--- config.mk ---
export PLATFORM = sky130hd
export DESIGN_NAME = session_ctrl_p
export DESIGN_NICKNAME = d
export VERILOG_FILES = /design/src/rtl/session_ctrl_p.sv
export SDC_FILE = /design/constraint.sdc
export NUM_CORES = 1
export LEC_CHECK = 0
export BUFFER_PORTS_ARGS = -buffer_cell sky130_fd_sc_hd__buf_2
export CORE_UTILIZATION = 54
export DETAILED_ROUTE_END_ITERATION = 7
export GPL_ROUTABILITY_DRIVEN = 0
export PLACE_DENSITY = 0.81
export RECOVER_POWER = 100
export SYNTH_ARGS = -nofsm -noshare
export SYNTH_HDL_FRONTEND = slang
export SYNTH_SLANG_ARGS = --single-unit
--- constraint.sdc ---
create_clock -name clk -period 3.94 [get_ports clk]
set_input_delay 0.394 -clock clk [delete_from_list [all_inputs] [get_ports clk]]
set_output_delay 0.394 -clock clk [all_outputs]
set_load 0.02 [all_outputs]
--- src/rtl/session_ctrl_p.sv ---
// Call-session controller between keypad decoder and transport layer.
// Optional voicemail answering is enabled with `define VOICEMAIL_EN.
module session_ctrl_p #(
  parameter int ADDR_W      = 8,
  parameter int DATA_W      = 16,
  parameter int TIMEOUT_CYC = 1000,
  parameter int VM_CYC      = 4000
) (
  input  logic              clk,
  input  logic              reset_n,
  input  logic [ADDR_W-1:0] phone_num,
  input  logic [4:0]        user_inp,
  input  logic [DATA_W-1:0] audio_in,
  input  logic [1:0]        cmd_in,
  input  logic [DATA_W-1:0] packet_in,
  input  logic              transport_busy,
  output logic [1:0]        cmd_out,
  output logic [DATA_W-1:0] data_out,
  output logic              audio_in_flag,
  output logic              audio_out_valid,
  output logic [DATA_W-1:0] audio_out,
  output logic              session_busy,
  output logic [ADDR_W-1:0] peer_num,
  output logic [1:0]        call_status,
  output logic              vm_active,
  output logic [2:0]        current_state
);

  localparam int TO_W = $clog2(TIMEOUT_CYC + 1);
  localparam logic [TO_W-1:0] TO_MAX = TO_W'(TIMEOUT_CYC);

  if (DATA_W < ADDR_W + 8) begin : g_chk_w
    $error("DATA_W too narrow for control words");
  end
  if (TIMEOUT_CYC < 2 || VM_CYC < 1) begin : g_chk_t
    $error("timeout parameters out of range");
  end

  typedef enum logic [2:0] {
    S_IDLE    = 3'd0,
    S_CALLING = 3'd1,
    S_RINGING = 3'd2,
    S_CONN    = 3'd3,
    S_HELD    = 3'd4,
    S_NOANS   = 3'd5,
    S_VM      = 3'd6
  } state_t;

  localparam logic [7:0] OP_CALL   = 8'h01;
  localparam logic [7:0] OP_ANSWER = 8'h02;
  localparam logic [7:0] OP_BUSY   = 8'h03;
  localparam logic [7:0] OP_HOLD   = 8'h04;
  localparam logic [7:0] OP_HANGUP = 8'h05;
  localparam logic [7:0] OP_RESUME = 8'h06;
  localparam logic [7:0] OP_REJECT = 8'h07;

  localparam logic [4:0] U_DIAL   = 5'd1;
  localparam logic [4:0] U_ANSWER = 5'd2;
  localparam logic [4:0] U_REJECT = 5'd3;
  localparam logic [4:0] U_HOLD   = 5'd4;
  localparam logic [4:0] U_HANGUP = 5'd5;

  localparam logic [1:0] C_NONE = 2'b00;
  localparam logic [1:0] C_CTL  = 2'b01;
  localparam logic [1:0] C_AUD  = 2'b10;

  state_t            state_q, state_d;
  logic [TO_W-1:0]   timer_q, timer_d;
  logic [ADDR_W-1:0] peer_q, peer_d;
  logic [1:0]        status_q, status_d;
  logic [1:0]        cmd_q, cmd_d;
  logic [DATA_W-1:0] data_q, data_d;
  logic              pend_q, pend_d;
  logic [DATA_W-1:0] pword_q, pword_d;
  logic              flag_q, flag_d;
  logic              aov_q, aov_d;
  logic [DATA_W-1:0] aout_q, aout_d;
  logic              sbusy_q;
  logic              vm_q;

  logic              req, to_load;
  logic [ADDR_W-1:0] req_addr;
  logic [7:0]        req_op;
  logic [DATA_W-1:0] req_word, ctl_src;
  logic              have_ctl, accept, aud_ok;

`ifdef VOICEMAIL_EN
  localparam int VM_W = $clog2(VM_CYC + 1);
  localparam logic [VM_W-1:0] VM_MAX = VM_W'(VM_CYC);
  logic [VM_W-1:0] vmcnt_q, vmcnt_d;
  logic            vm_load;
`endif

  // Control words carry zeros above {addr, opcode}; anything else is noise.
  wire              hi_zero = (packet_in >> (ADDR_W + 8)) == '0;
  wire              rx_ctl  = (cmd_in == C_CTL) && hi_zero;
  wire              rx_aud  = (cmd_in == C_AUD);
  wire [ADDR_W-1:0] rx_addr = packet_in[ADDR_W+7:8];
  wire [7:0]        rx_op   = packet_in[7:0];
  wire              peer_hit = rx_ctl && (rx_addr == peer_q);

  always_comb begin
    state_d  = state_q;
    peer_d   = peer_q;
    status_d = status_q;
    req      = 1'b0;
    req_addr = peer_q;
    req_op   = OP_HANGUP;
    to_load  = 1'b0;
`ifdef VOICEMAIL_EN
    vm_load  = 1'b0;
`endif
    unique case (state_q)
      S_IDLE: begin
        if (rx_ctl && rx_op == OP_CALL) begin
          peer_d   = rx_addr;
          status_d = 2'd0;
          to_load  = 1'b1;
          state_d  = S_RINGING;
        end else if (user_inp == U_DIAL) begin
          req      = 1'b1;
          req_addr = phone_num;
          req_op   = OP_CALL;
          peer_d   = phone_num;
          status_d = 2'd0;
          to_load  = 1'b1;
          state_d  = S_CALLING;
        end
      end
      S_CALLING: begin
        if (peer_hit && rx_op == OP_ANSWER) begin
          state_d = S_CONN;
        end else if (peer_hit && rx_op == OP_BUSY) begin
          state_d  = S_IDLE;
          status_d = 2'd1;
        end else if (peer_hit && rx_op == OP_REJECT) begin
          state_d  = S_IDLE;
          status_d = 2'd3;
        end else if (user_inp == U_HANGUP) begin
          req      = 1'b1;
          state_d  = S_IDLE;
          status_d = 2'd3;
        end else if (timer_q == '0) begin
          req      = 1'b1;
          state_d  = S_NOANS;
          status_d = 2'd2;
        end
      end
      S_RINGING: begin
        if (peer_hit && rx_op == OP_HANGUP) begin
          state_d  = S_IDLE;
          status_d = 2'd3;
        end else if (user_inp == U_ANSWER) begin
          req     = 1'b1;
          req_op  = OP_ANSWER;
          state_d = S_CONN;
        end else if (user_inp == U_REJECT) begin
          req      = 1'b1;
          req_op   = OP_REJECT;
          state_d  = S_IDLE;
          status_d = 2'd3;
        end else if (timer_q == '0) begin
`ifdef VOICEMAIL_EN
          req     = 1'b1;
          req_op  = OP_ANSWER;
          vm_load = 1'b1;
          state_d = S_VM;
`else
          state_d = S_IDLE;
`endif
        end
      end
      S_NOANS: state_d = S_IDLE;
      S_CONN, S_HELD: begin
        if (peer_hit && rx_op == OP_HANGUP) begin
          state_d  = S_IDLE;
          status_d = 2'd3;
        end else if (user_inp == U_HANGUP) begin
          req      = 1'b1;
          state_d  = S_IDLE;
          status_d = 2'd3;
        end else if (user_inp == U_HOLD) begin
          req     = 1'b1;
          req_op  = (state_q == S_CONN) ? OP_HOLD : OP_RESUME;
          state_d = (state_q == S_CONN) ? S_HELD : S_CONN;
        end else if (peer_hit && rx_op == OP_HOLD && state_q == S_CONN) begin
          state_d = S_HELD;
        end else if (peer_hit && rx_op == OP_RESUME && state_q == S_HELD) begin
          state_d = S_CONN;
        end
      end
`ifdef VOICEMAIL_EN
      S_VM: begin
        if (peer_hit && rx_op == OP_HANGUP) begin
          state_d  = S_IDLE;
          status_d = 2'd3;
        end else if (vmcnt_q <= VM_W'(1)) begin
          req     = 1'b1;
          state_d = S_IDLE;
        end
      end
`endif
      default: state_d = S_IDLE;
    endcase
    // A third party calling in gets BUSY unless a session request owns the slot.
    if (state_q != S_IDLE && rx_ctl && rx_addr != peer_q &&
        rx_op == OP_CALL && !req) begin
      req      = 1'b1;
      req_addr = rx_addr;
      req_op   = OP_BUSY;
    end
  end

  always_comb begin
    timer_d = to_load ? TO_MAX :
              (timer_q != '0) ? timer_q - TO_W'(1) : '0;
`ifdef VOICEMAIL_EN
    vmcnt_d = vm_load ? VM_MAX :
              (vmcnt_q != '0) ? vmcnt_q - VM_W'(1) : '0;
`endif
  end

  assign req_word = DATA_W'({req_addr, req_op});
  assign have_ctl = req || pend_q;
  assign ctl_src  = req ? req_word : pword_q;
  assign accept   = (cmd_q != C_NONE) && !transport_busy;
  assign aud_ok   = (state_q == S_CONN) && (state_d == S_CONN) &&
                    !transport_busy;

  // A stalled audio sample is stale once a control word is waiting.
  always_comb begin
    cmd_d   = cmd_q;
    data_d  = data_q;
    pend_d  = pend_q;
    pword_d = pword_q;
    flag_d  = 1'b0;
    if (have_ctl && (cmd_q != C_CTL || accept)) begin
      cmd_d  = C_CTL;
      data_d = ctl_src;
      pend_d = 1'b0;
    end else if (have_ctl) begin
      pend_d  = 1'b1;
      pword_d = ctl_src;
    end else if (cmd_q == C_NONE || accept) begin
      if (aud_ok) begin
        cmd_d  = C_AUD;
        data_d = audio_in;
        flag_d = 1'b1;
      end else begin
        cmd_d = C_NONE;
      end
    end
  end

  always_comb begin
`ifdef VOICEMAIL_EN
    aov_d = rx_aud && (state_q == S_CONN || state_q == S_VM);
`else
    aov_d = rx_aud && (state_q == S_CONN);
`endif
    aout_d = aov_d ? packet_in : aout_q;
  end

  always_ff @(posedge clk or negedge reset_n) begin
    if (!reset_n) begin
      state_q  <= S_IDLE;
      timer_q  <= '0;
      peer_q   <= '0;
      status_q <= 2'd0;
      cmd_q    <= C_NONE;
      data_q   <= '0;
      pend_q   <= 1'b0;
      pword_q  <= '0;
      flag_q   <= 1'b0;
      aov_q    <= 1'b0;
      aout_q   <= '0;
      sbusy_q  <= 1'b0;
      vm_q     <= 1'b0;
`ifdef VOICEMAIL_EN
      vmcnt_q  <= '0;
`endif
    end else begin
      state_q  <= state_d;
      timer_q  <= timer_d;
      peer_q   <= peer_d;
      status_q <= status_d;
      cmd_q    <= cmd_d;
      data_q   <= data_d;
      pend_q   <= pend_d;
      pword_q  <= pword_d;
      flag_q   <= flag_d;
      aov_q    <= aov_d;
      aout_q   <= aout_d;
      sbusy_q  <= (state_d == S_RINGING);
      vm_q     <= (state_d == S_VM);
`ifdef VOICEMAIL_EN
      vmcnt_q  <= vmcnt_d;
`endif
    end
  end

  assign cmd_out         = cmd_q;
  assign data_out        = data_q;
  assign audio_in_flag   = flag_q;
  assign audio_out_valid = aov_q;
  assign audio_out       = aout_q;
  assign session_busy    = sbusy_q;
  assign peer_num        = peer_q;
  assign call_status     = status_q;
  assign vm_active       = vm_q;
  assign current_state   = state_q;

endmodule

==> Word level (Yosys, flattened, before mapping) <==
Index checks and enable logic that the tools add are counted.
Widths: inputs -> output; s select.
{ "word_totals": {"register_bits": 78, "elab_cells": 166, "out_inout_bits": 51} }
{ "classes": {"mux": 81, "reduce_logical": 39, "n_addsub": 1, "bitwise": 1, "n_eq_ne": 31} }
{ "op_table": {"columns": ["operator", "n"], "rows": [
  ["$mux 16", 5],
  ["$mux 3", 21],
  ["$mux 8", 6],
  ["$mux 2", 21],
  ["$eq 8x3->1 const B", 4],
  ["$mux 1", 22],
  ["$mux 10", 2],
  ["$logic_and 1x1->1", 19],
  ["$eq 8x2->1 const B", 2],
  ["$eq 3x2->1 const B", 4],
  ["$ne 3x3->1 const B", 4],
  ["$pmux 3 s4", 1],
  ["$eq 5x2->1 const B", 2],
  ["$eq 5x3->1 const B", 2],
  ["$logic_not 10->1", 1],
  ["$reduce_bool 10->1", 1],
  ["$sub 10x1->10 const B", 1],
  ["$pmux 3 s3", 1],
  ["$eq 8x1->1 const B", 1],
  ["$eq 8x8->1", 1],
  ["$ne 8x8->1", 1],
  ["$pmux 2 s4", 1],
  ["$reduce_bool 2->1", 4],
  ["$reduce_and 7->1", 1],
  ["19 further kinds", 25]
]} }

==> Depth between registers and ports, before layout <==
Gate-level depths: netlist (run 1).
{ "logic_depth": {"ltp_word": 17, "depth_mapped": 11} }

==> Worst setup path after synthesis (run 1) <==
No wires, ideal clock.
{ "synth_path": {"kind": "input to register", "startpoint": "input packet_in[4]", "endpoint": "register data_q[10] (netlist: data_out[10])", "n_path_buf": 2, "arrival_ns": 2.715, "t_required_ns": 3.802, "setup_time_ns": 0.138, "stages": 9, "path_slack_ns": 1.086, "cell_sequence": "or4_4 -> or3_4 -> or4_4 -> a221oi_4 -> o21ai_2 -> buf_6 -> buf_8 -> mux2i_1 -> mux2i_1"} }
{ "synth_via": {"elab_chain_cells": 14} }
{ "synth_rtl": {"columns": ["item", "line", "rtl"], "rows": [
  ["start, declared", "15", "input logic [DATA_W-1:0] packet_in,"],
  ["$eq 8x3->1", "188", "end else if (peer_hit && rx_op == OP_RESUME && state_q == S_HELD) begin"],
  ["$logic_and 1x1->1 (2 in a row)", "188", null],
  ["$mux 3", "188", null],
  ["$mux 3", "186", "end else if (peer_hit && rx_op == OP_HOLD && state_q == S_CONN) begin"],
  ["$mux 3", "182", "end else if (user_inp == U_HOLD) begin"],
  ["$mux 3", "178", "end else if (user_inp == U_HANGUP) begin"],
  ["$mux 3", "175", "if (peer_hit && rx_op == OP_HANGUP) begin"],
  ["$pmux 3 s4", "113", "unique case (state_q)"],
  ["$eq 3x2->1", "227", "assign aud_ok = (state_q == S_CONN) && (state_d == S_CONN) &&"],
  ["$logic_and 1x1->1 (2 in a row)", "227", null],
  ["$reduce_bool 2->1 (no line)", null, null],
  ["$reduce_and 3->1 (no line)", null, null],
  ["end signal, assigned", "288", "data_q <= data_d;"],
  ["end, declared", "72", "logic [DATA_W-1:0] data_q, data_d;"]
]} }
Several ways; a longest one is shown, not always the timed one.
A chain may end at the register's enable or synchronous reset.

==> Worst setup path after layout (run 1) <==
{ "layout_path": {"startpoint": "register timer_q[3]", "endpoint": "register pword_q[8]"} }
{ "layout_via": {"elab_chain_cells": 14} }
{ "layout_rtl": {"columns": ["item", "line", "rtl"], "rows": [
  ["start, declared", "68", "logic [TO_W-1:0] timer_q, timer_d;"],
  ["start signal, assigned", "284", "timer_q <= timer_d;"],
  ["$logic_not 10->1 (*)", "143", "end else if (timer_q == '0) begin"],
  ["$mux 1 (*)", "143", null],
  ["$mux 1 (*)", "139", "end else if (user_inp == U_HANGUP) begin"],
  ["$mux 1 (*)", "136", "end else if (peer_hit && rx_op == OP_REJECT) begin"],
  ["$mux 1 (*)", "133", "end else if (peer_hit && rx_op == OP_BUSY) begin"],
  ["$mux 1 (*)", "131", "if (peer_hit && rx_op == OP_ANSWER) begin"],
  ["$pmux 1 s4 (*)", "113", null],
  ["$logic_not 1->1", "207", "rx_op == OP_CALL && !req) begin"],
  ["$logic_and 1x1->1", "207", null],
  ["$mux 1", "206", "if (state_q != S_IDLE && rx_ctl && rx_addr != peer_q &&"],
  ["$logic_or 1x1->1", "224", "assign have_ctl = req || pend_q;"],
  ["$logic_and 1x1->1", "237", "if (have_ctl && (cmd_q != C_CTL || accept)) begin"],
  ["$not 1->1 (no line)", null, null],
  ["$reduce_and 2->1 (no line)", null, null],
  ["end signal, assigned", "290", "pword_q <= pword_d;"],
  ["end, declared", "74", "logic [DATA_W-1:0] pword_q, pword_d;"]
]} }
Mark *: on every way between the ends. The rest lies on a longest branch, timed or not.

==> results of run 1 <==
## area by class of cell
cell class / count / area share
Sequential cell: 78 / 0.404
Timing Repair Buffer: 105 / 0.0970
Clock buffer: 12 / 0.0341
Tap cell: 99 / 0.0256
Clock inverter: 4 / 0.0109
Inverter: 17 / 0.0132
Multi-Input combinational cell: 269 / 0.415
Antenna cell: 1 / 0.000517
## worst register-to-register path: cells and delay by family, from the launching register on
kind	cells	cell delay, ns
and+or+nand+nor	2	1.02
buffers and inverters	1	0.53
AOI/OAI and AO/OA	4	1.20
DFF	1	0.43
muxes	1	0.26
## cell families (layout without fill, tap and decap cells)
| logic type | after synthesis | after routing | synth area share |
|---|---|---|---|
| fa+ha+maj | 1 | 1 | 0.00302 |
| buf+inv | 30 | 138 | 0.0338 |
| compound gates | 66 | 66 | 0.109 |
| flops | 78 | 78 | 0.471 |
| mux | 77 | 77 | 0.194 |
| xor+xnor | 13 | 13 | 0.0275 |
| simple gates | 111 | 111 | 0.160 |
| other cells | 1 | 2 | 0.000906 |
## synth_stat cells, types with 5 or more instances
master,instances,area share
o22ai_1,8,0.012
nor3_1,9,0.011
nand2_1,13,0.012
o2bb2ai_1,5,0.011
dfrtp_1,78,0.47
mux2i_1,51,0.12
nor2b_1,8,0.012
clkbuf_1,7,0.0063
mux2_2,26,0.071
a21oi_1,17,0.021
inv_1,17,0.015
nand2b_1,11,0.017
xnor2_1,11,0.023
o21ai_0,10,0.012
nor2_1,24,0.022
## registers in the layout, indices dropped and copies added (netlist names), 2 cells and up
register and count:
cmd_out 2, current_state 3, audio_out 16, call_status 2
data_out 16, pword_q 16, peer_num 8, timer_q 10
## layout by cell type (no fill, tap or decap), types with 4 or more instances in the layout
master and count:
o21ai_0 11, clkbuf_1 53, clkbuf_8 12, nor4b_1 4, xnor2_1 11, nand2b_1 11, o22ai_1 8, a21oi_1 17
mux2_2 25, o211ai_1 4, nor2_1 24, nor3_1 9, inv_1 17, nand4_1 4, or4_1 5, o2bb2ai_1 5
nor2b_1 8, mux2i_1 51, dfrtp_1 78, buf_2 47, nand3_1 4, buf_4 4, nand2_1 13
## power breakdown
part / total [mW] / internal [mW] / switching [mW] / leakage, nW
logic: 0.574 / 0.227 / 0.346 / 1.27
registers: 1.04 / 0.922 / 0.123 / 0.934
clock network: 0.641 / 0.347 / 0.294 / 0.113
total: 2.26 / 1.50 / 0.763 / 2.31
## worst min-delay path by stage
stage	slack [ns]	cells past startpoint	start	to
2_1_floorplan	0.1	0	reset_n	audio_in_flag$_DFF_PN0_
3_3_place_gp	0.44	1	timer_q[0]$_DFF_PN0_	timer_q[0]$_DFF_PN0_
3_5_place_dp	0.47	1	timer_q[0]$_DFF_PN0_	timer_q[0]$_DFF_PN0_
4_1_cts	0.22	1	reset_n	timer_q[1]$_DFF_PN0_
5_1_grt	0.30	2	packet_in[7]	audio_out[7]$_DFFE_PN0P_
6_report	0.30	2	packet_in[6]	audio_out[6]$_DFFE_PN0P_
## routing by layer
layer / GRT usage / wire length, um / up-vias
met5: 0 / 0 / -
met4: 0.105 / 175 / 0
met3: 0.0462 / 548 / 15
met2: 0.417 / 4650 / 136
met1: 0.341 / 4250 / 1573
li1: - / - / 1573
==> reports/results.txt, run 1 <==
final net count: 531
initial antenna violation count: 1
net count after synthesis: 428
Synth Instances: 377
Setup WS pre-CTS: 0.581 ns
crit-path most repeated cell: o21a_1
clk_skew: 0.00954 ns
reg-to-reg slack, setup: 0.42 ns
CP startpoint kind: flop
CP max stage cell: or4_1
end point of the critical path: pword_q[8]$_DFFE_PN0P_
TritonCTS Sinks: 78
Post-Syn Area per Cell: 11.0 um2
overall global routing resource usage: 0.257
Fillers: 607
register area share after synthesis: 0.471
Fmax: 284 MHz
Worst Path Arrival: 3.80 ns
CP Capture Type: flop
Peak VDD IR: 0.000314 V
CTS Buffer Depth: 2
Worst Setup SP: timer_q[3]$_DFF_PN0_
Area Overhead vs Synth: 16.8%
post-CTS setup buffer count: 0
largest delay contributor family on the critical path: compound AO/OA/AOI/OAI gates
Die ar.: 8020 um2
DRT Pass-1 Iters: 5
max-slew violation count: 97
Final Core Density: 0.660
RR Startpoint: timer_q[3]$_DFF_PN0_
Top-Level Pins: 101
top_reg_cell synth: dfrtp_1
flops & latches, synth: 78
routed vias/inst: 5.64
Design Area, Final: 4840 um2
setup ws final: 0.421 ns
DR WL/cell: 16.5 um
Fin. Hold Viols: 0
fraction of layout cells with a size suffix above 1: 0.212
CTS resizes: 0
RSZ-0062 raised after global routing: no
Die Height: 89.6 um
multi-input combinational cell area: 2010 um2
Worst-Skew Late Latency: 0.36 ns
vias in the first global route: 3190
largest net degree at the start of global routing: 79
die span in x: 89.6 um
TritonCTS Buffers: 9
H-tree Lvls: 3
grt total ovfl: 0
static leakage: 2.31 nW
Final setup violation count: 0
r2r endpoint: pword_q[8]$_DFFE_PN0P_
fin crit period: 3.52 ns
DP Area: 4730 um2
TritonCTS clock tree: built
fin cells: 585
clk slew on worst S/H paths: 0.08 ns
Rows: 31
post-detail-place hpwl: 6.99 mm
Rel. slew slack: -0.514
Worst Tran Pin Value: 2.27 ns
Synth async-reset ratio: 1.00
Cell Chain, Critical Path: or4_1, nor4b_1, o21ai_0, o21a_1, o21a_1, a21oi_1, clkbuf_1, mux2i_1
run status: finished, violations left
Ys Warns: 0
Hold WS: 0.295 ns
Max-cap violations: 2
Synth Cell Area: 4140 um2
Initial DRC Count: 250
Final Power: 2.26 mW
root cell of the clock tree: clkbuf_8
number of synthesized flops with an enable pin: 0
ANT nets after route: 0
hold buffer count at cts: 0
core region area: 7330 um2
Initial Util: 0.565
crit-path max FO: 13
CP Class: flop to flop
I/O Buffers: 100
Synth cell types: 57
TNS Setup: 0 ns
part of the cycle the worst path needs: 0.893
Inst Count DP: 568
DR vias: 3297
PD cells: 467 nW/um2
Crit. path cell count: 8
CP max stage delay: 0.59 ns
Post-Route WL: 9.63 mm
Remaining DRCs: 0
Worst Hold Class: input pin to flop
first-pass GRT wire length: 15.2 mm
FF-to-FF path depth: 8
worst endpoint required time: 4.22 ns
violated checks: max-capacitance violations, max-slew violations
crit path buf inv count: 1
FF/Latch Area: 1950 um2
Power figures use the tool's default switching activity.
==> run 2: changes to the inputs <==
--- a/config.mk
+++ b/config.mk
@@ -6,5 +6,5 @@
 export NUM_CORES = 1
 export LEC_CHECK = 0
-export BUFFER_PORTS_ARGS = -buffer_cell sky130_fd_sc_hd__buf_2
+export BUFFER_PORTS_ARGS = -buffer_cell sky130_fd_sc_hd__buf_4
 export CORE_UTILIZATION = 54
 export DETAILED_ROUTE_END_ITERATION = 7
==> constraint.sdc (replaced) <==
create_clock -name clk -period 3.94 [get_ports clk]
set_input_delay 0.788 -clock clk [delete_from_list [all_inputs] [get_ports clk]]
set_output_delay 0.788 -clock clk [all_outputs]
set_load 0.02 [all_outputs]
==> run 2 against run 1 <==
Against the previous run:
- global-route usage grew 1.1 points
- cell count grew 0.34%
- critical endpoint is now data_out[2]$_DFFE_PN0P_
- largest cell class unchanged
- combinational power increased by 4.4%
- sequential power is essentially flat
- sequential share of layout area decreased by 1.4 points
- power grew 2.6%
- the flow still finishes with violations (max-capacitance violations, max-slew violations)
==> reports/results.txt, run 2 (synthesis results as in run 1) <==
DR vias: 3370 (+2.2%)
H-tree Lvls: 3 (unchanged)
die span in x: 89.6 um (unchanged)
CTS Buffer Depth: 2 (unchanged)
Fin. Hold Viols: 0 (unchanged)
CP Capture Type: flop
Remaining DRCs: 0 (unchanged)
r2r endpoint: audio_out[13]$_DFFE_PN0P_
RSZ-0062 raised after global routing: no
commonest non-fill, non-tap cell in the layout: dfrtp_1
Final Power: 2.32 mW (+2.6%)
Fmax: 296 MHz (+4.0%)
clock share of power: 0.291 (+0.007)
PD cells: 462 nW/um2 (-0.99%)
register share of total power: 0.451 (-0.011)
most frequent cells in the layout: dfrtp_1, buf_4, clkbuf_1, mux2i_1
Peak VDD IR: 0.000370 V (+18%)
routed vias/inst: 5.74 (+1.9%)
sw power: 0.778 mW (+1.9%)
part of the cycle the worst path needs: 0.859 (-0.0343)
Post-Route WL: 9.88 mm (+2.6%)
internal power: 1.54 mW (+2.9%)
Area Overhead vs Synth: 21.0%
sw frac: 0.336 (-0.00221)
Hold Path Stages: 1 (-1)
initial antenna violation count: 0 (-1)
Fillers: 613 (+0.99%)
first-pass GRT wire length: 16.1 mm (+5.7%)
Die ar.: 8020 um2 (unchanged)
Worst Path Arrival: 3.62 ns (-0.18 ns)
TritonCTS clock tree: built
final net count: 534 (+0.56%)
CP startpoint kind: input pin
Top-Level Pins: 101 (unchanged)
DR WL/cell: 16.8 um (+2.2%)
hold buffer count at cts: 0 (unchanged)
Final setup violation count: 0 (unchanged)
TritonCTS Buffers: 9 (unchanged)
Initial DRC Count: 165 (-34%)
Gate power share: 0.258 (+0.004)
clk_skew: 0.00840 ns (-0.00114 ns)
post-detail-place hpwl: 7.19 mm (+2.9%)
Max-cap violations: 2 (unchanged)
root cell of the clock tree: clkbuf_8
Worst Tran Pin Value: 2.27 ns (-0.0000162 ns)
TNS Setup: 0 ns (unchanged)
Rows: 31 (unchanged)
FF-to-FF path depth: 3 (-5)
violated checks: max-capacitance violations, max-slew violations
fraction of layout cells with a size suffix above 1: 0.217 (+0.00484)
worst endpoint required time: 4.17 ns (-0.05 ns)
FF/Latch Area: 1950 um2 (unchanged)
clk slew on worst S/H paths: 0.08 ns (about the same)
ANT nets after route: 0 (unchanged)
reg-to-reg slack, setup: 0.61 ns (+0.19 ns)
Initial Util: 0.565 (unchanged)
core region area: 7330 um2 (unchanged)
static leakage: 2.39 nW (+3.1%)
run status: finished, violations left
post-CTS setup buffer count: 0 (unchanged)
DRT Pass-1 Iters: 5 (unchanged)
largest net degree at the start of global routing: 79 (unchanged)
CP Class: input pin to flop
Die Height: 89.6 um (unchanged)
grt total ovfl: 0 (unchanged)
Worst-Skew Late Latency: 0.35 ns (about the same)
RR Startpoint: current_state[2]$_DFF_PN0_
TritonCTS Sinks: 78 (unchanged)
vias in the first global route: 3321 (+4.1%)
fin crit period: 3.38 ns (-0.135 ns)
Worst Hold Class: flop to flop
hold path endpoint: data_out[6]$_DFFE_PN0P_
crit-path max FO: 18 (+5)
Antenna Cells: 0 (-1)
multi-input combinational cell area: 2040 um2 (+1.4%)
Hold Startpoint: pword_q[6]$_DFFE_PN0P_
overall global routing resource usage: 0.268 (+0.0107)
CTS resizes: 0 (unchanged)
I/O Buffers: 100 (unchanged)
Rel. slew slack: -0.514 (about the same)
max-slew violation count: 97 (unchanged)
[run 2: area by class of cell]
class / instances / area share
Clock buffer: 11 / 0.0282
Inverter: 17 / 0.0127
Sequential cell: 78 / 0.390
Tap cell: 99 / 0.0247
Clock inverter: 5 / 0.0162
Timing Repair Buffer: 108 / 0.122
Multi-Input combinational cell: 269 / 0.406
[run 2: metrics by stage]
step / utilization / worst slack, ns / cell area, um2 / hold WS, ns / std cells
final: 0.684 / 0.556 / 5010 / 0.478 / 587
after floorplan: - / 0.692 / 4140 / 0.427 / 377
after global routing: 0.684 / 0.351 / 5010 / 0.499 / 587
after CTS: 0.713 / 0.636 / 5230 / 0.483 / 587
after detailed placement: 0.683 / 0.310 / 5000 / 0.466 / 571
after global placement: 0.683 / 0.358 / 5000 / 0.441 / 571
[run 2: critical path, cell delays in order]
cell	delay (ns)
clkbuf_1	0.10
or4_1	0.58
or3_1	0.44
or4_1	0.57
a221oi_4	0.37
o21ai_2	0.38
a22oi_1	0.30
a22oi_1	0.09
[run 2: how the worst max path moves through the flow]
stage,from,end,slack (ns),cells after the start
after floorplan,packet_in[4],data_out[10]$_DFFE_PN0P_,0.69,9
after global placement,packet_in[4],data_out[2]$_DFFE_PN0P_,0.36,8
after detailed placement,packet_in[4],data_out[2]$_DFFE_PN0P_,0.31,8
after CTS,timer_q[3]$_DFF_PN0_,data_out[0]$_DFFE_PN0P_,0.64,7
after global routing,timer_q[3]$_DFF_PN0_,data_out[15]$_DFFE_PN0P_,0.35,7
final,packet_in[4],data_out[2]$_DFFE_PN0P_,0.56,8
[run 2: per-layer routing]
metal | routed length, um | GRT usage
met4 | 125 | 0.0736
met5 | 0 | 0
met2 | 4890 | 0.442
met3 | 666 | 0.0628
met1 | 4190 | 0.354
[run 2: power groups by stage]
stage | sequential, mW | combinational (mW) | clock (mW)
floorplan | 1.12 | 0.308 | 0
global placement | 1.06 | 0.639 | 0
detailed placement | 1.06 | 0.659 | 0
CTS | 1.05 | 0.668 | 0.683
global route | 1.06 | 0.655 | 0.720
finish | 1.05 | 0.599 | 0.673
